$ cat config.mk
export PLATFORM = sky130hd
export DESIGN_NAME = key_scheduler
export DESIGN_NICKNAME = d
export VERILOG_FILES = /design/src/rtl/synth_pkg.sv /design/src/rtl/key_debounce.sv /design/src/rtl/key_scheduler.sv
export SDC_FILE = /design/constraint.sdc
export NUM_CORES = 1
export LEC_CHECK = 0
export ABC_AREA = 1
export CORE_ASPECT_RATIO = 1.4
export CORE_MARGIN = 2
export CORE_UTILIZATION = 49
export DETAILED_ROUTE_END_ITERATION = 8
export GPL_ROUTABILITY_DRIVEN = 0
export PLACE_DENSITY = 0.63
export SETUP_SLACK_MARGIN = 0.5
export SLEW_MARGIN = 20
export SYNTH_ARGS = -nofsm -noshare
export SYNTH_HDL_FRONTEND = slang
export SYNTH_SLANG_ARGS = --single-unit
$ cat constraint.sdc
create_clock -name clk -period 2.55 [get_ports clk]
set_input_delay 0.3825 -clock clk [delete_from_list [all_inputs] [get_ports clk]]
set_output_delay 0.3825 -clock clk [all_outputs]
set_load 0.05 [all_outputs]
$ cat src/rtl/synth_pkg.sv
// Shared definitions for the tone-generator key scheduler: note count,
// arbiter states, note half-period table and small selection helpers.
// The ARP state is present only when KEY_SCHED_ARP_EN is defined.
package synth_pkg;

    localparam int NUM_NOTES = 7;

`ifdef KEY_SCHED_ARP_EN
    typedef enum logic [1:0] {
        ST_IDLE = 2'd0,
        ST_HOLD = 2'd1,
        ST_ARP  = 2'd2
    } state_t;
`else
    typedef enum logic [1:0] {
        ST_IDLE = 2'd0,
        ST_HOLD = 2'd1
    } state_t;
`endif

    // Speaker half-periods in 100 MHz clk cycles, notes C..B.
    localparam logic [31:0] NOTE_HALF_PERIOD [NUM_NOTES] = '{
        32'd191113, 32'd170262, 32'd151685, 32'd143172,
        32'd127551, 32'd113636, 32'd101240
    };

    // Lowest set bit index; 0 when nothing is set.
    function automatic logic [2:0] lowest_set(input logic [NUM_NOTES-1:0] v);
        logic [2:0] r;
        r = 3'd0;
        for (int i = NUM_NOTES - 1; i >= 0; i--) begin
            if (v[i]) r = 3'(i);
        end
        return r;
    endfunction

    // Next set bit strictly above cur, wrapping to the lowest set bit.
    function automatic logic [2:0] next_held(input logic [NUM_NOTES-1:0] v,
                                             input logic [2:0]           cur);
        logic [2:0] r;
        logic       found;
        r     = lowest_set(v);
        found = 1'b0;
        for (int i = 0; i < NUM_NOTES; i++) begin
            if (!found && (i > int'(cur)) && v[i]) begin
                r     = 3'(i);
                found = 1'b1;
            end
        end
        return r;
    endfunction

endpackage

$ cat src/rtl/key_debounce.sv
// Two-flop synchronizer plus counting debouncer for one active-low button.
// o_level flips on the DEBOUNCE_CYCLES-th consecutive synchronized sample
// that disagrees with it; any agreeing sample restarts the count.
module key_debounce #(
    parameter int DEBOUNCE_CYCLES = 1_000_000
) (
    input  logic clk,
    input  logic rst_n,
    input  logic i_btn,
    output logic o_level
);

    localparam int                CNT_W    = $clog2(DEBOUNCE_CYCLES);
    localparam logic [CNT_W-1:0]  CNT_LAST = CNT_W'(DEBOUNCE_CYCLES - 1);

    logic             r_sync0;
    logic             r_sync1;
    logic             r_level;
    logic [CNT_W-1:0] r_cnt;

    // Synchronize the raw button and accept a new level only after a full stable run.
    always_ff @(posedge clk or negedge rst_n) begin
        if (!rst_n) begin
            r_sync0 <= 1'b1;
            r_sync1 <= 1'b1;
            r_level <= 1'b1;
            r_cnt   <= '0;
        end else begin
            r_sync0 <= i_btn;
            r_sync1 <= r_sync0;
            if (r_sync1 == r_level) begin
                r_cnt <= '0;
            end else if (r_cnt == CNT_LAST) begin
                r_level <= r_sync1;
                r_cnt   <= '0;
            end else begin
                r_cnt <= r_cnt + 1'b1;
            end
        end
    end

    assign o_level = r_level;

endmodule

$ cat src/rtl/key_scheduler.sv
// Key scheduler: debounces eight active-low buttons and arbitrates the seven
// note keys with last-note priority, driving a registered half-period divisor,
// tone enable and a note_valid pulse to the square-wave datapath.
// Optional arpeggiator on btn[7] is enabled by defining KEY_SCHED_ARP_EN.
module key_scheduler #(
    parameter int DEBOUNCE_CYCLES = 1_000_000,
    parameter int ARP_CYCLES      = 25_000_000
) (
    input  logic        clk,
    input  logic        rst_n,
    input  logic [7:0]  btn,
    output logic [31:0] half_period,
    output logic        tone_en,
    output logic [2:0]  note_idx,
    output logic        note_valid
);

    import synth_pkg::*;

    logic [7:0]           w_level;
    logic [NUM_NOTES-1:0] w_held;
    logic [NUM_NOTES-1:0] w_press;
    logic [NUM_NOTES-1:0] w_release;
    logic [2:0]           w_press_idx;
    logic [2:0]           w_low_held;
    logic [NUM_NOTES-1:0] r_held_prev;
    state_t               r_state;

    for (genvar g = 0; g < 8; g++) begin : g_key
        key_debounce #(
            .DEBOUNCE_CYCLES(DEBOUNCE_CYCLES)
        ) u_key (
            .clk     (clk),
            .rst_n   (rst_n),
            .i_btn   (btn[g]),
            .o_level (w_level[g])
        );
    end

    // Press/release events are edges of the debounced (active-low) levels.
    assign w_held      = ~w_level[NUM_NOTES-1:0];
    assign w_press     = w_held & ~r_held_prev;
    assign w_release   = ~w_held & r_held_prev;
    assign w_press_idx = lowest_set(w_press);
    assign w_low_held  = lowest_set(w_held);

`ifdef KEY_SCHED_ARP_EN
    localparam int               ARP_W    = $clog2(ARP_CYCLES);
    localparam logic [ARP_W-1:0] ARP_LAST = ARP_W'(ARP_CYCLES - 1);

    logic             w_arp_held;
    logic [2:0]       w_arp_next;
    logic [ARP_W-1:0] r_arp_cnt;

    assign w_arp_held = ~w_level[7];
    assign w_arp_next = next_held(w_held, note_idx);
`else
    localparam int unused_arp_cycles = ARP_CYCLES;
    logic w_unused_arp_key;
    assign w_unused_arp_key = w_level[7];
`endif

    // Arbiter FSM: outputs are registered so each decision lands on one edge.
    always_ff @(posedge clk or negedge rst_n) begin
        if (!rst_n) begin
            r_state     <= ST_IDLE;
            r_held_prev <= '0;
            tone_en     <= 1'b0;
            note_idx    <= 3'd0;
            half_period <= 32'd0;
            note_valid  <= 1'b0;
`ifdef KEY_SCHED_ARP_EN
            r_arp_cnt   <= '0;
`endif
        end else begin
            r_held_prev <= w_held;
            note_valid  <= 1'b0;
            case (r_state)
                ST_IDLE: begin
                    if (|w_press) begin
                        r_state     <= ST_HOLD;
                        tone_en     <= 1'b1;
                        note_idx    <= w_press_idx;
                        half_period <= NOTE_HALF_PERIOD[w_press_idx];
                        note_valid  <= 1'b1;
                    end
                end
                ST_HOLD: begin
                    if (|w_press) begin
                        // Newest press wins; the held current note cannot be a new press.
                        if (w_press_idx != note_idx) begin
                            note_idx    <= w_press_idx;
                            half_period <= NOTE_HALF_PERIOD[w_press_idx];
                            note_valid  <= 1'b1;
                        end
                    end else if (w_release[note_idx]) begin
                        if (|w_held) begin
                            note_idx    <= w_low_held;
                            half_period <= NOTE_HALF_PERIOD[w_low_held];
                            note_valid  <= 1'b1;
                        end else begin
                            r_state <= ST_IDLE;
                            tone_en <= 1'b0;
                        end
                    end
`ifdef KEY_SCHED_ARP_EN
                    if (w_arp_held && (|w_held)) begin
                        r_state   <= ST_ARP;
                        r_arp_cnt <= '0;
                    end
`endif
                end
`ifdef KEY_SCHED_ARP_EN
                ST_ARP: begin
                    if (!(|w_held)) begin
                        r_state <= ST_IDLE;
                        tone_en <= 1'b0;
                    end else if (!w_arp_held) begin
                        // Keep the current note unless it was let go during the arpeggio.
                        r_state <= ST_HOLD;
                        if (!w_held[note_idx]) begin
                            note_idx    <= w_low_held;
                            half_period <= NOTE_HALF_PERIOD[w_low_held];
                            note_valid  <= 1'b1;
                        end
                    end else if (r_arp_cnt == ARP_LAST) begin
                        r_arp_cnt   <= '0;
                        note_idx    <= w_arp_next;
                        half_period <= NOTE_HALF_PERIOD[w_arp_next];
                        note_valid  <= 1'b1;
                    end else begin
                        r_arp_cnt <= r_arp_cnt + 1'b1;
                    end
                end
`endif
                default: begin
                    r_state <= ST_IDLE;
                    tone_en <= 1'b0;
                end
            endcase
        end
    end

endmodule

Yosys cells after proc, flatten, opt, wreduce, memory -nomap -nowiden
Memories as Yosys holds them, arrays and structs flattened.
Cells that the tools add are included.
{"block": "word_totals", "mem_bits_rw": 0, "elab_cells": 158, "inputBits": 10, "out_inout_bits": 37, "ff_bits": 207, "mem_count": 2, "latchBits": 0, "romBits": 512}
{"memory": "(no name shown)", "words": 8, "width": 32, "read_ports": 1, "rd_ports_with_merged_regs": 0, "wr": 0, "line": "key_scheduler.sv:99", "source": "half_period <= NOTE_HALF_PERIOD[w_low_held];"}
{"memory": "(no name shown)", "words": 8, "width": 32, "read_ports": 1, "rd_ports_with_merged_regs": 0, "wr": 0, "line": "key_scheduler.sv:93", "source": "half_period <= NOTE_HALF_PERIOD[w_press_idx];"}
{"block": "op_classes", "n_mux": 62, "bitwise": 14, "eq_ne": 23, "addsub": 7, "div": 0, "mul": 0, "magnitude_cmp": 3, "shifts": 0, "reduce_logical": 13}
{"operator": "32-bit two-way mux", "count": 9}
{"operator": "20-bit two-way mux", "count": 14}
{"operator": "20-bit by 1-bit adder with 20-bit output, second input constant", "count": 7}
{"operator": "20-bit equality test, second input constant", "count": 7}
{"operator": "32-bit one-hot mux with 2 select lines", "count": 1}
{"operator": "3-bit two-way mux", "count": 19}
{"operator": "7-bit inverter", "count": 3}
{"operator": "7-bit AND", "count": 2}
{"operator": "2-bit AND reduction", "count": 7}
{"operator": "7-bit OR reduction", "count": 2}
{"operator": "1-bit two-way mux", "count": 10}
{"operator": "3-bit inequality test, second input constant", "count": 3}
{"operator": "4-bit >= comparator, second input constant", "count": 2}
{"operator": "2-bit two-way mux", "count": 4}
{"operator": "2-bit inequality test, second input constant", "count": 4}
{"operator": "3-bit inverter with 4-bit output", "count": 2}
{"operator": "1-bit equality test", "count": 7}
{"operator": "1-bit inverter", "count": 7}
{"operator": "3-bit one-hot mux with 2 select lines", "count": 1}
{"operator": "5-bit AND reduction", "count": 1}
{"operator": "3-bit by 4-bit less-than comparator with 1-bit output, second input constant", "count": 1}
{"operator": "1-bit one-hot mux with 2 select lines", "count": 2}
{"operator": "2-bit one-hot mux with 2 select lines", "count": 1}
{"operator": "4-bit AND reduction", "count": 1}
{"operator": "5 further kinds", "count": 5}

Depth between registers and ports, before layout
{"block": "depth", "word_depth": 16, "mapped_depth": 16, "ltp_nobuf": 15}

Cells and area by module
Synthesis repeated with hierarchy kept, for this count alone.
{"block": "unflattened", "cells_unflattened": 1436, "area_unflattened_um2": 11512.3}
{"mod": "key_debounce", "area_each_um2": 1338.8, "seq_area_each_um2": 579.3, "cells_each": 161, "n_inst": 7}
{"mod": "key_scheduler", "area_each_um2": 2140.8, "seq_area_each_um2": 675.6, "cells_each": 309, "n_inst": 1}

Worst setup path before layout
Ideal clock, no wire load.
{"block": "synth_timing", "path_kind": "flip-flop to flip-flop", "from": "register g_key[4].u_key.r_level", "to": "register half_period[11]", "required_ns": 2.484, "path_slack_ns": 0.606, "synth_period_minus_slack_ns": 1.944, "path_stages_with_launch": 12, "n_path_buf": 1, "arrival_ns": 1.878, "setup_ns": 0.066, "path_cell_list": "dfstp_2 buf_2 nand3_1 a21oi_1 inv_1 ha_1 nand3b_1 o21ai_0 nand2_1 nand2_1 nand4_1 nand2_1"}
{"block": "synth_via", "elab_chain_len": 14, "elab_cells_between_ends": 38, "cone_classes": "5 x eq/ne; 22 x mux; 6 x bitwise; 3 x reduce/logical; 2 x memory"}
{"item": "start, declared", "line": "key_debounce.sv:18", "source": "logic r_level;"}
{"item": "start signal, assigned", "line": "key_debounce.sv:34", "source": "r_level <= r_sync1;"}
{"item": "7-bit inverter (*)", "line": "key_scheduler.sv:41", "source": "assign w_held = ~w_level[NUM_NOTES-1:0];"}
{"item": "3-bit two-way mux or 7-bit AND (tied branches)", "line": "synth_pkg.sv:32, key_scheduler.sv:42"}
{"item": "3-bit two-way mux (4 in a row)", "line": "synth_pkg.sv:32", "source": "if (v[i]) r = 3'(i);"}
{"item": "3-bit inverter with 4-bit output (not written as such) or 3-bit two-way mux (tied branches)", "line": "key_scheduler.sv:99, synth_pkg.sv:32"}
{"item": "memory read 8 x 32 bit or 3-bit inverter with 4-bit output (tied branches)"}
{"item": "32-bit two-way mux (not written as such) or memory read 8 x 32 bit (tied branches)"}
{"item": "32-bit two-way mux (on tied branches)", "line": "key_scheduler.sv:99, key_scheduler.sv:93"}
{"item": "32-bit two-way mux (on tied branches)", "line": "key_scheduler.sv:97, key_scheduler.sv:93"}
{"item": "32-bit two-way mux (on tied branches)", "line": "key_scheduler.sv:96, key_scheduler.sv:91"}
{"item": "32-bit two-way mux", "line": "key_scheduler.sv:89", "source": "if (|w_press) begin"}
{"item": "32-bit one-hot mux with 2 select lines", "line": "key_scheduler.sv:78", "source": "case (r_state)"}
{"item": "end signal, assigned", "line": "key_scheduler.sv:84", "source": "half_period <= NOTE_HALF_PERIOD[w_press_idx];"}
{"item": "end signal, assigned", "line": "key_scheduler.sv:93"}
{"item": "end signal, assigned", "line": "key_scheduler.sv:99"}
{"item": "end, declared", "line": "key_scheduler.sv:12", "source": "output logic [31:0] half_period,"}
Mark *: on every way between the ends. The rest lies on a longest branch, timed or not. The select of a mux whose other input is x is not followed.
A chain may end at the register's enable or synchronous reset.

Worst setup path in the final report
{"block": "layout_timing", "from": "register half_period[4]", "to": "output port half_period[4]"}
No word-level cell between the ends.

==> results_dict.tcl <==
set metrics [dict create \
    antenna_found_initial 0 \
    nets 1331 \
    cap_violations 0 \
    h-tree-depth 4 \
    die_y_um 173 \
    hold-worst-slack_ps 352 \
    drc 0 \
    hold_path_class "input pin to register" \
    final_antenna_net_count 0 \
    power.density_mw_per_mm2 501 \
    syn2layout_area_growth_pct 13.7 \
    cts_buffers 17 \
    clock.fmax_mhz 499 \
    final_cell_mix "nand2_1 (239), nor2_1 (180), dfrtp_1 (167), inv_1 (157), nand3_1 (84)" \
    sw_frac_of_total 0.232 \
    grt_pass1_wl_um 35900 \
    ys_warn_count 0 \
    rsz0062_at_grt "true" \
    drive_above_1_share 0.103 \
    p_leak_nw 5.18 \
    io_pins 47 \
    crit_chain "clkdlybuf4s50_1" \
    fillers 1822 \
    cts_buffer_depth 2 \
    max_stage_delay_ps 820 \
    reg2reg_depth 13 \
    hpwl_um 14800 \
    coreArea_mm2 0.0199 \
    end_kind "output pin" \
    power_frac_seq 0.538 \
    floorplan.die.width_um 125 \
    regToRegSetupSlack_ps 590 \
    wirelength_um 20600 \
    cts.sinks 188 \
    multiInputGateArea_mm2 0.00465 \
    grt_pass1_vias 7989 \
    fin_worst_skew_ps 9.95 \
    gr-total-overflow 0 \
    synth_area_mm2 0.00998 \
    tightestPinTransition_ps 566 \
    fin_crit_ps 2000 \
    hold_viol 0 \
    r2r_start "g_key[4].u_key.o_level" \
    vias 8076 \
    path_buf_inv 1 \
    final_common_cell "nand2_1" \
    slew_headroom 0.623 \
    final-seq-area_mm2 0.00473 \
    synth_area_per_cell_um2 8.01 \
    via_per_inst 5.15 \
    initial_utilization 0.501 \
    crit_arrival_ps 1620 \
    io_buffers 31 \
    hold_start "btn[4]" \
    wire_per_inst_um 13.1 \
    async_flop_share 1.00 \
    ys_ff_latch 188 \
    dieArea_mm2 0.0215 \
    p_switching_mw 1.32 \
    synth_edf_count 0 \
    combPwrFrac 0.041 \
    cp_top_family "buffers and inverters" \
    synth_cell_types 39 \
    min_to "g_key[4].u_key.r_sync0" \
    crit_required_ps 2170 \
    insertion_delay_ps 430 \
    yosysSeqAreaShare 0.474 \
    rows 61 \
    grt_max_degree 69 \
    setup_tns_ps 0 \
    crit_type "register to output pin" \
    first_iter_violations 349 \
    critPathMaxFanout 2 \
    clkPwrFrac 0.421 \
    cp_slowest_cell "clkdlybuf4s50_1" \
    clk_pin_slew_ps 70 \
    grtUsageTotal 0.197 \
    start_kind "register" \
    setup_viol 0 \
    num_antenna_cells 0 \
    hold_depth 1 \
    p_int_mw 4.36 \
    fin_crit_sh 0.786 \
    reg2reg_to "half_period[12]" \
    slew_viol_final 0 \
    outcome "finished clean" \
    synth_flop_cell "dfrtp_1" \
    syn_inst 1246 \
    clock-root-buffer "clkbuf_16" \
    ir_drop_uv 480 \
    cts_tree "done" \
    dr.pass1.iters 4 \
]
==> metrics by stage <==
stage | area (um2) | total power, mW | instances | utilization | setup WS (ps)
after detailed placement | 10500 | 3.35 | 1519 | 0.529 | 434
after global routing | 11300 | 5.89 | 1567 | 0.569 | 419
after floorplan | 10000 | 3.25 | 1259 | - | 606
after CTS | 11100 | 5.75 | 1557 | 0.557 | 485
final | 11300 | 5.68 | 1567 | 0.569 | 547
after global placement | 10500 | 3.34 | 1519 | 0.529 | 471
==> final cells by class <==
cell class                      instances  share of cell area
Sequential cell                       188               0.417
Multi-Input combinational cell        876               0.410
Inverter                              165              0.0551
Timing Repair Buffer                   53              0.0431
Clock buffer                           22              0.0400
Tap cell                              252              0.0278
Clock inverter                         10             0.00607
Timing Repair inverter                  1            0.000441
==> cells in the mapped netlist, types with 2 or more instances <==
| cell type | instances | area share |
|---|---|---|
| nand2_1 | 249 | 0.094 |
| nor2_1 | 183 | 0.069 |
| dfrtp_1 | 167 | 0.42 |
| inv_1 | 161 | 0.061 |
| nand3_1 | 89 | 0.045 |
| nor3_1 | 63 | 0.032 |
| nand4_1 | 53 | 0.033 |
| xor2_1 | 43 | 0.038 |
| a21oi_1 | 36 | 0.018 |
| dfstp_2 | 21 | 0.055 |
| buf_4 | 20 | 0.015 |
| o21ai_0 | 20 | 0.010 |
| ha_1 | 19 | 0.024 |
| nor3b_1 | 19 | 0.014 |
| xnor2_1 | 18 | 0.016 |
| nor4_1 | 15 | 0.0094 |
| and3_1 | 8 | 0.0050 |
| clkbuf_1 | 8 | 0.0030 |
| nand2_2 | 7 | 0.0044 |
| a31oi_1 | 6 | 0.0038 |
| buf_2 | 6 | 0.0030 |
| mux2_2 | 6 | 0.0068 |
| nand3b_1 | 5 | 0.0038 |
| nor2_4 | 3 | 0.0034 |
| a211oi_1 | 2 | 0.0015 |
| inv_2 | 2 | 0.00075 |
| nand2_4 | 2 | 0.0023 |
| nor2_2 | 2 | 0.0013 |
| o21a_1 | 2 | 0.0015 |
| or2_2 | 2 | 0.0013 |
==> metal layers <==
metal	share of wire	track usage	up-vias	wire length (um)
li1	-	-	4123	-
met1	0.45	0.243	3795	9200
met2	0.50	0.347	113	10300
met3	0.022	0.0251	45	450
met4	0.030	0.0833	0	609
met5	0	0	-	0
==> state kept, by name, indices dropped and copies added, names as in the netlist <==
| name | flops |
|---|---|
| half_period | 16 |
| note_valid | 1 |
| g_key.u_key.r_sync1 | 7 |
| r_held_prev | 7 |
| note_idx | 2 |
| g_key.u_key.r_cnt | 140 |
| tone_en | 1 |
| g_key.u_key.o_level | 7 |
| g_key.u_key.r_sync0 | 7 |
==> power groups by stage <==
stage               logic, mW  registers (mW)  clock network [mW]
CTS                     0.238            3.05                2.46
global placement        0.235            3.11                   0
global route            0.268            3.06                2.57
floorplan               0.145            3.10                   0
detailed placement      0.236            3.11                   0
finish                  0.231            3.05                2.39
==> how the worst max path moves through the flow <==
stage,startpoint,to,slack [ps],cells after the start
2_1_floorplan,g_key[4].u_key.o_level,half_period[11],610,11
3_3_place_gp,g_key[3].u_key.o_level,half_period[12],470,13
3_5_place_dp,g_key[4].u_key.o_level,half_period[6],430,13
4_1_cts,g_key[4].u_key.o_level,half_period[14],490,8
5_1_grt,g_key[4].u_key.o_level,half_period[12],420,15
6_report,half_period[4],half_period[4],550,1
==> logic make-up (layout without fill, tap and decap cells) <==
group / after synthesis / in the layout / share of synthesized area
fa+ha+maj: 19 / 19 / 0.0238
mux: 6 / 6 / 0.00677
compound gates: 69 / 69 / 0.0374
xor+xnor: 61 / 61 / 0.0536
simple gates: 702 / 707 / 0.319
flops: 188 / 188 / 0.474
buf+inv: 200 / 251 / 0.0844
other cells: 1 / 14 / 0.000376
==> timing repair <==
action                                 CTS  global route
buffers inserted                         2             7
cloned                                   3             3
gates resized for setup                  8            41
hold buffers                             1             0
setup endpoints to repair               25            70
pin swaps                                0             9
endpoints found under the hold margin   56             0
(Power assumes the default switching activity.)
==> edit 1: new RTL, same settings <==
Add a define of `KEY_SCHED_ARP_EN`.
--- a/src/rtl/synth_pkg.sv
+++ b/src/rtl/synth_pkg.sv
@@ -2,4 +2,6 @@
 // arbiter states, note half-period table and small selection helpers.
 // The ARP state is present only when KEY_SCHED_ARP_EN is defined.
+`define KEY_SCHED_ARP_EN
+
 package synth_pkg;
 
Formal check against the unedited RTL: same outputs for any inputs over 10 cycles, from zero or initial values and one cycle with rst_n low; that may be too few to reach the edited logic, so the function may still have changed.
==> edit 1 against the original RTL <==
  * Sequential cell count up 50
  * Worst setup slack worse by 0.30 ns
  * Power up 41%
  * First-iteration DRC count up 63%
  * Area after synthesis up 36%
  * Design area up 47%
  * Synthesized cell count up 39%
  * Routed wire length up 56%
==> edit 1: results (changes against the original RTL) <==
* H-tree depth at 1 (was 4)
* Maximum vdd drop at 0.512 mV (was 0.480 mV)
* Slew @ Worst Pin at 0.570 ns (was 0.566 ns)
* Reg2reg start: g_key[3].u_key.o_level (was g_key[4].u_key.o_level)
* Lkg Pwr at 0.00738 uW (was 0.00518 uW)
* Crit-path slowest cell: dfstp_2 (was clkdlybuf4s50_1)
* Max Clock Skew at 0.0196 ns (was 0.00995 ns)
* Synth cell types at 57 (was 39)
* Vias per cell at 5.29 (was 5.15)
* Total GRT Usage at 22.0% (was 19.7%)
* Outcome: finished clean (unchanged)
* Internal power at 6260 uW (was 4360 uW)
* Post-synth top cells: nand2_1 (330), nor2_1 (228), dfrtp_1 (214), inv_1 (205), nand3_1 (115) (was nand2_1 (249), nor2_1 (183), dfrtp_1 (167), inv_1 (161), nand3_1 (89))
* DP Wirelength at 21900 um (was 14800 um)
* Largest net degree at the start of global routing at 59 (was 69)
* Largest registers: g_key.u_key.r_cnt (160), r_arp_cnt (25), half_period (16) (was g_key.u_key.r_cnt (140), half_period (16))
* CP startpoint: g_key[3].u_key.o_level (was half_period[4])
* R2r worst-path depth at 17 (was 13)
* Nets@finish at 1899 (was 1331)
* DRT iter0 DRCs at 569 (was 349)
* Worst stage delay on the critical path at 0.59 ns (was 0.82 ns)
* CTS buffer count at 26 (was 17)
* Total Wirelength at 32100 um (was 20600 um)
* Number of flip-flops under the largest register name at 160 (was 140)
* CP top delay family: simple AND/OR/NAND/NOR gates (was buffers and inverters)
* Reg-to-reg slack, setup at 0.25 ns (was 0.59 ns)
* Seq/Total Area, Yosys at 44.0% (was 47.4%)
* Critical path arrival at 2.78 ns (was 1.62 ns)
* Clock Path Buffers at 3 (was 2)
edit 1: area by class of cell:
| class | count | area, um2 |
|---|---|---|
| Timing Repair Buffer | 130 | 1180 |
| Multi-Input combinational cell | 1244 | 7250 |
| Clock buffer | 34 | 742 |
| Inverter | 220 | 866 |
| Tap cell | 370 | 463 |
| Sequential cell | 238 | 5990 |
| Fill cell | 2449 | 10800 |
| Clock inverter | 14 | 151 |
edit 1: timing repair:
item                                   CTS  global route
resized for setup                       83           146
setup endpoints to repair               65            96
cloned                                   3             0
endpoints found under the hold margin   49             0
setup buffers                           45            33
hold buffers                             1             0
pin swaps                               35            57
edit 1: worst min-delay path by stage:
stage                           startpoint                      end  slack (ns)  cells past startpoint
detailed placement  g_key[1].u_key.r_sync0   g_key[1].u_key.r_sync1        0.35                      0
finish                              btn[0]   g_key[0].u_key.r_sync0        0.26                      1
global placement    g_key[1].u_key.r_sync0   g_key[1].u_key.r_sync1        0.35                      0
floorplan                            rst_n  g_key[0].u_key.r_cnt[0]        0.09                      0
CTS                                 btn[0]   g_key[0].u_key.r_sync0        0.23                      1
global route                        btn[5]   g_key[5].u_key.r_sync0        0.23                      1
edit 1: power groups by stage:
stage | Sequential (uW) | Clock [uW] | Combinational (uW)
after floorplan | 3920 | 0 | 163
after global placement | 3930 | 0 | 280
after detailed placement | 3930 | 0 | 283
after CTS | 3860 | 4000 | 285
after global routing | 3860 | 4160 | 323
final | 3860 | 3880 | 279
edit 1: cells by family (layout without fill, tap and decap cells):
| kind of cell | after synthesis | after routing | synth area share (%) |
|---|---|---|---|
| buffers and inverters | 270 | 398 | 8.56 |
| multiplexers | 8 | 8 | 0.662 |
| flip-flops | 238 | 238 | 44.0 |
| AO/OA/AOI/OAI | 234 | 234 | 9.57 |
| other | 1 | 14 | 0.0275 |
| XOR/XNOR | 60 | 60 | 3.86 |
| AND/OR/NAND/NOR | 896 | 899 | 30.7 |
| adder cells (fa/ha/maj) | 29 | 29 | 2.66 |
edit 1: per-stage QoR:
stage | hold slack, ns | setup slack [ns] | utilization [%] | std cells
floorplan | 0.0869 | 0.451 | - | 1749
global placement | 0.346 | 0.200 | 52.2 | 2120
detailed placement | 0.347 | 0.185 | 52.2 | 2120
CTS | 0.234 | 0.355 | 57.7 | 2217
global route | 0.232 | 0.132 | 60.6 | 2250
finish | 0.257 | 0.248 | 60.6 | 2250
edit 1: layer usage:
layer | wire, um | part of all wire (%) | global-route usage [%]
met2 | 16600 | 52 | 38.7
met3 | 1130 | 3.5 | 2.57
met5 | 0 | 0 | 0
met1 | 13300 | 42 | 27.2
met4 | 1030 | 3.2 | 8.74
==> edit 2: new RTL, same settings <==
Made on the original files. Reset style: synchronous (`rst_n`), changed in 2 clocked blocks.
--- a/src/rtl/key_debounce.sv
+++ b/src/rtl/key_debounce.sv
@@ -20,5 +20,5 @@
 
     // Synchronize the raw button and accept a new level only after a full stable run.
-    always_ff @(posedge clk or negedge rst_n) begin
+    always_ff @(posedge clk) begin
         if (!rst_n) begin
             r_sync0 <= 1'b1;
--- a/src/rtl/key_scheduler.sv
+++ b/src/rtl/key_scheduler.sv
@@ -62,5 +62,5 @@
 
     // Arbiter FSM: outputs are registered so each decision lands on one edge.
-    always_ff @(posedge clk or negedge rst_n) begin
+    always_ff @(posedge clk) begin
         if (!rst_n) begin
             r_state     <= ST_IDLE;
Formal check against the unedited RTL: same outputs for any inputs over 10 cycles, from zero or initial values and one cycle with rst_n low; that may be too few to reach the edited logic, so the function may still have changed.
==> edit 2 against the original RTL <==
  * Sequential cell count unchanged
  * Design area decreased by 9.3%
  * First-iteration DRC count increased by 22%
  * Highest routed layer unchanged
  * Worst setup slack improved by 0.023 ns
  * Maximum frequency increased by 1.2%
  * Area after synthesis decreased by 11%
  * Routed wire length decreased by 15%
  * Cell count decreased by 2.9%
  * Register-to-register slack improved by 0.04 ns
  * Worst hold slack improved by 0.059 ns
  * Count of clock-buffer cells in the layout decreased by 2
  * Power decreased by 0.80%
==> edit 2: results (changes against the original RTL) <==
* Outcome: finished clean (unchanged)
* Total GRT Usage at 18.3% (was 19.7%)
* Syn. warnings at 0 (unchanged)
* Post-synth top cells: nand2_1 (209), nor2_1 (192), dfxtp_1 (188), inv_1 (143), a21oi_1 (62) (was nand2_1 (249), nor2_1 (183), dfrtp_1 (167), inv_1 (161), nand3_1 (89))
* Total Wirelength at 17600 um (was 20600 um)
* Critical path arrival at 1.60 ns (was 1.62 ns)
* HP Class: flip-flop to flip-flop (was input port to flip-flop)
* Port Buffer Count at 31 (unchanged)
* Worst-Skew Late Latency at 0.43 ns (about the same)
* Seq/Total Area, Yosys at 42.4% (was 47.4%)
* Fin Hold WS at 0.411 ns (was 0.352 ns)
* Lkg Pwr at 0.00385 uW (was 0.00518 uW)
* Reg2reg start: g_key[1].u_key.o_level (was g_key[4].u_key.o_level)
* Post-synthesis async set-or-reset flop share at 0% (was 100%)
* Vias in the first global route at 6894 (was 7989)
* Nets@finish at 1297 (was 1331)
* Vias per cell at 4.95 (was 5.15)
* DRT iter0 DRCs at 426 (was 349)
* Share of cells above drive strength 1 at 12.8% (was 10.3%)
* Rel. slew slack at 60.9% (was 62.3%)
* DP Wirelength at 12500 um (was 14800 um)
* Synth cell types at 42 (was 39)
* Synth Instances at 1215 (was 1246)
* Maximum vdd drop at 0.433 mV (was 0.480 mV)
* Sink of the worst hold path: g_key[2].u_key.r_sync1 (was g_key[4].u_key.r_sync0)
* Final Non-Filler Cells at 1521 (was 1567)
* Largest net degree at the start of global routing at 21 (was 69)
* Largest cells by area after synthesis: dfxtp_1 (42%), nand2_1 (8.8%), nor2_1 (8.1%) (was dfrtp_1 (42%), nand2_1 (9.4%), nor2_1 (6.9%))
* Hold wc startpoint: g_key[2].u_key.r_sync0 (was btn[4])
* Worst R2R End: note_idx[1] (was half_period[12])
* Reg-to-reg slack, setup at 0.63 ns (was 0.59 ns)
* Dpl cell area at 9410 um2 (was 10500 um2)
* Post-synth top flop: dfxtp_1 (was dfrtp_1)
* First-pass GRT wire length at 29400 um (was 35900 um)
* Worst stage delay on the critical path at approximately 0.81 ns
* Initial antenna violation count at 0 (unchanged)
* TritonRoute pass-1 iters at 4 (unchanged)
* Max Clock Skew at 0.0115 ns (was 0.00995 ns)
==> edit 2: cell types whose count changed in the layout (fill, tap and decap cells not counted), sizes merged, moves of 17 or more <==
cell | before | now
nand3 | 93 | 61
nand4 | 53 | 24
a21oi | 36 | 70
or2 | 2 | 23
dfxtp | 0 | 188
dfstp | 21 | 0
xor2 | 43 | 25
o21ai | 20 | 37
nand2 | 260 | 229
dfrtp | 167 | 0
==> edit 2: metal layers <==
layer	wire length [um]	up-vias	global-route usage, %
met5	0	-	0
met1	7890	3414	20.3
met4	249	0	6.74
met2	8950	70	34.1
met3	496	20	4.16
li1	-	4026	-
==> edit 2: where the power goes <==
| group | switching, uW | internal (uW) | leakage [uW] | total (uW) |
|---|---|---|---|---|
| Combinational | 91.7 | 38.0 | 0.00206 | 130 |
| Sequential | 6.86 | 2950 | 0.00152 | 2950 |
| Clock | 1140 | 1410 | 0.000274 | 2550 |
| Total | 1240 | 4390 | 0.00385 | 5630 |
==> edit 2: worst max path at each step <==
stage	slack, ns	to	cells after the start	from
after floorplan	0.62	half_period[13]	11	g_key[4].u_key.o_level
after global placement	0.13	g_key[1].u_key.r_cnt[11]	6	rst_n
after detailed placement	0.20	g_key[1].u_key.r_cnt[11]	6	rst_n
after CTS	0.49	half_period[12]	11	g_key[4].u_key.o_level
after global routing	0.47	half_period[15]	13	g_key[1].u_key.o_level
final	0.57	half_period[9]	1	half_period[9]
==> edit 2: repair_timing <==
action,4_1_cts,5_1_grt
cloned,1,3
setup endpoints to repair,28,93
resized for setup,15,50
buffers inserted,0,11
pin swaps,1,7
==> edit 2: logic make-up (layout without fill, tap and decap cells) <==
group | Yosys count | count (layout) | share of synthesized area, %
DFF | 188 | 188 | 42.4
buffers and inverters | 190 | 240 | 9.14
AOI/OAI and AO/OA | 144 | 144 | 9.39
other | 1 | 14 | 0.0423
and+or+nand+nor | 633 | 636 | 32.4
adders and majority gates | 19 | 19 | 2.68
xor gates and xnor gates | 40 | 40 | 3.95
==> edit 2: area by class of cell <==
| cell class | instances | area, um2 |
|---|---|---|
| sequential | 188 | 3780 |
| timing repair buffer | 60 | 564 |
| tap | 240 | 300 |
| fill | 1731 | 7560 |
| multi-input combinational | 853 | 4520 |
| clock buffer | 20 | 457 |
| clock inverter | 12 | 111 |
| inverter | 148 | 558 |
==> edit 2: stage by stage <==
step                      utilization, %  setup WS [ns]
after CTS                           56.1          0.491
final                               57.6          0.570
after global placement              52.7          0.130
after detailed placement            52.7          0.197
after global routing                57.6          0.472
after floorplan                        -          0.619
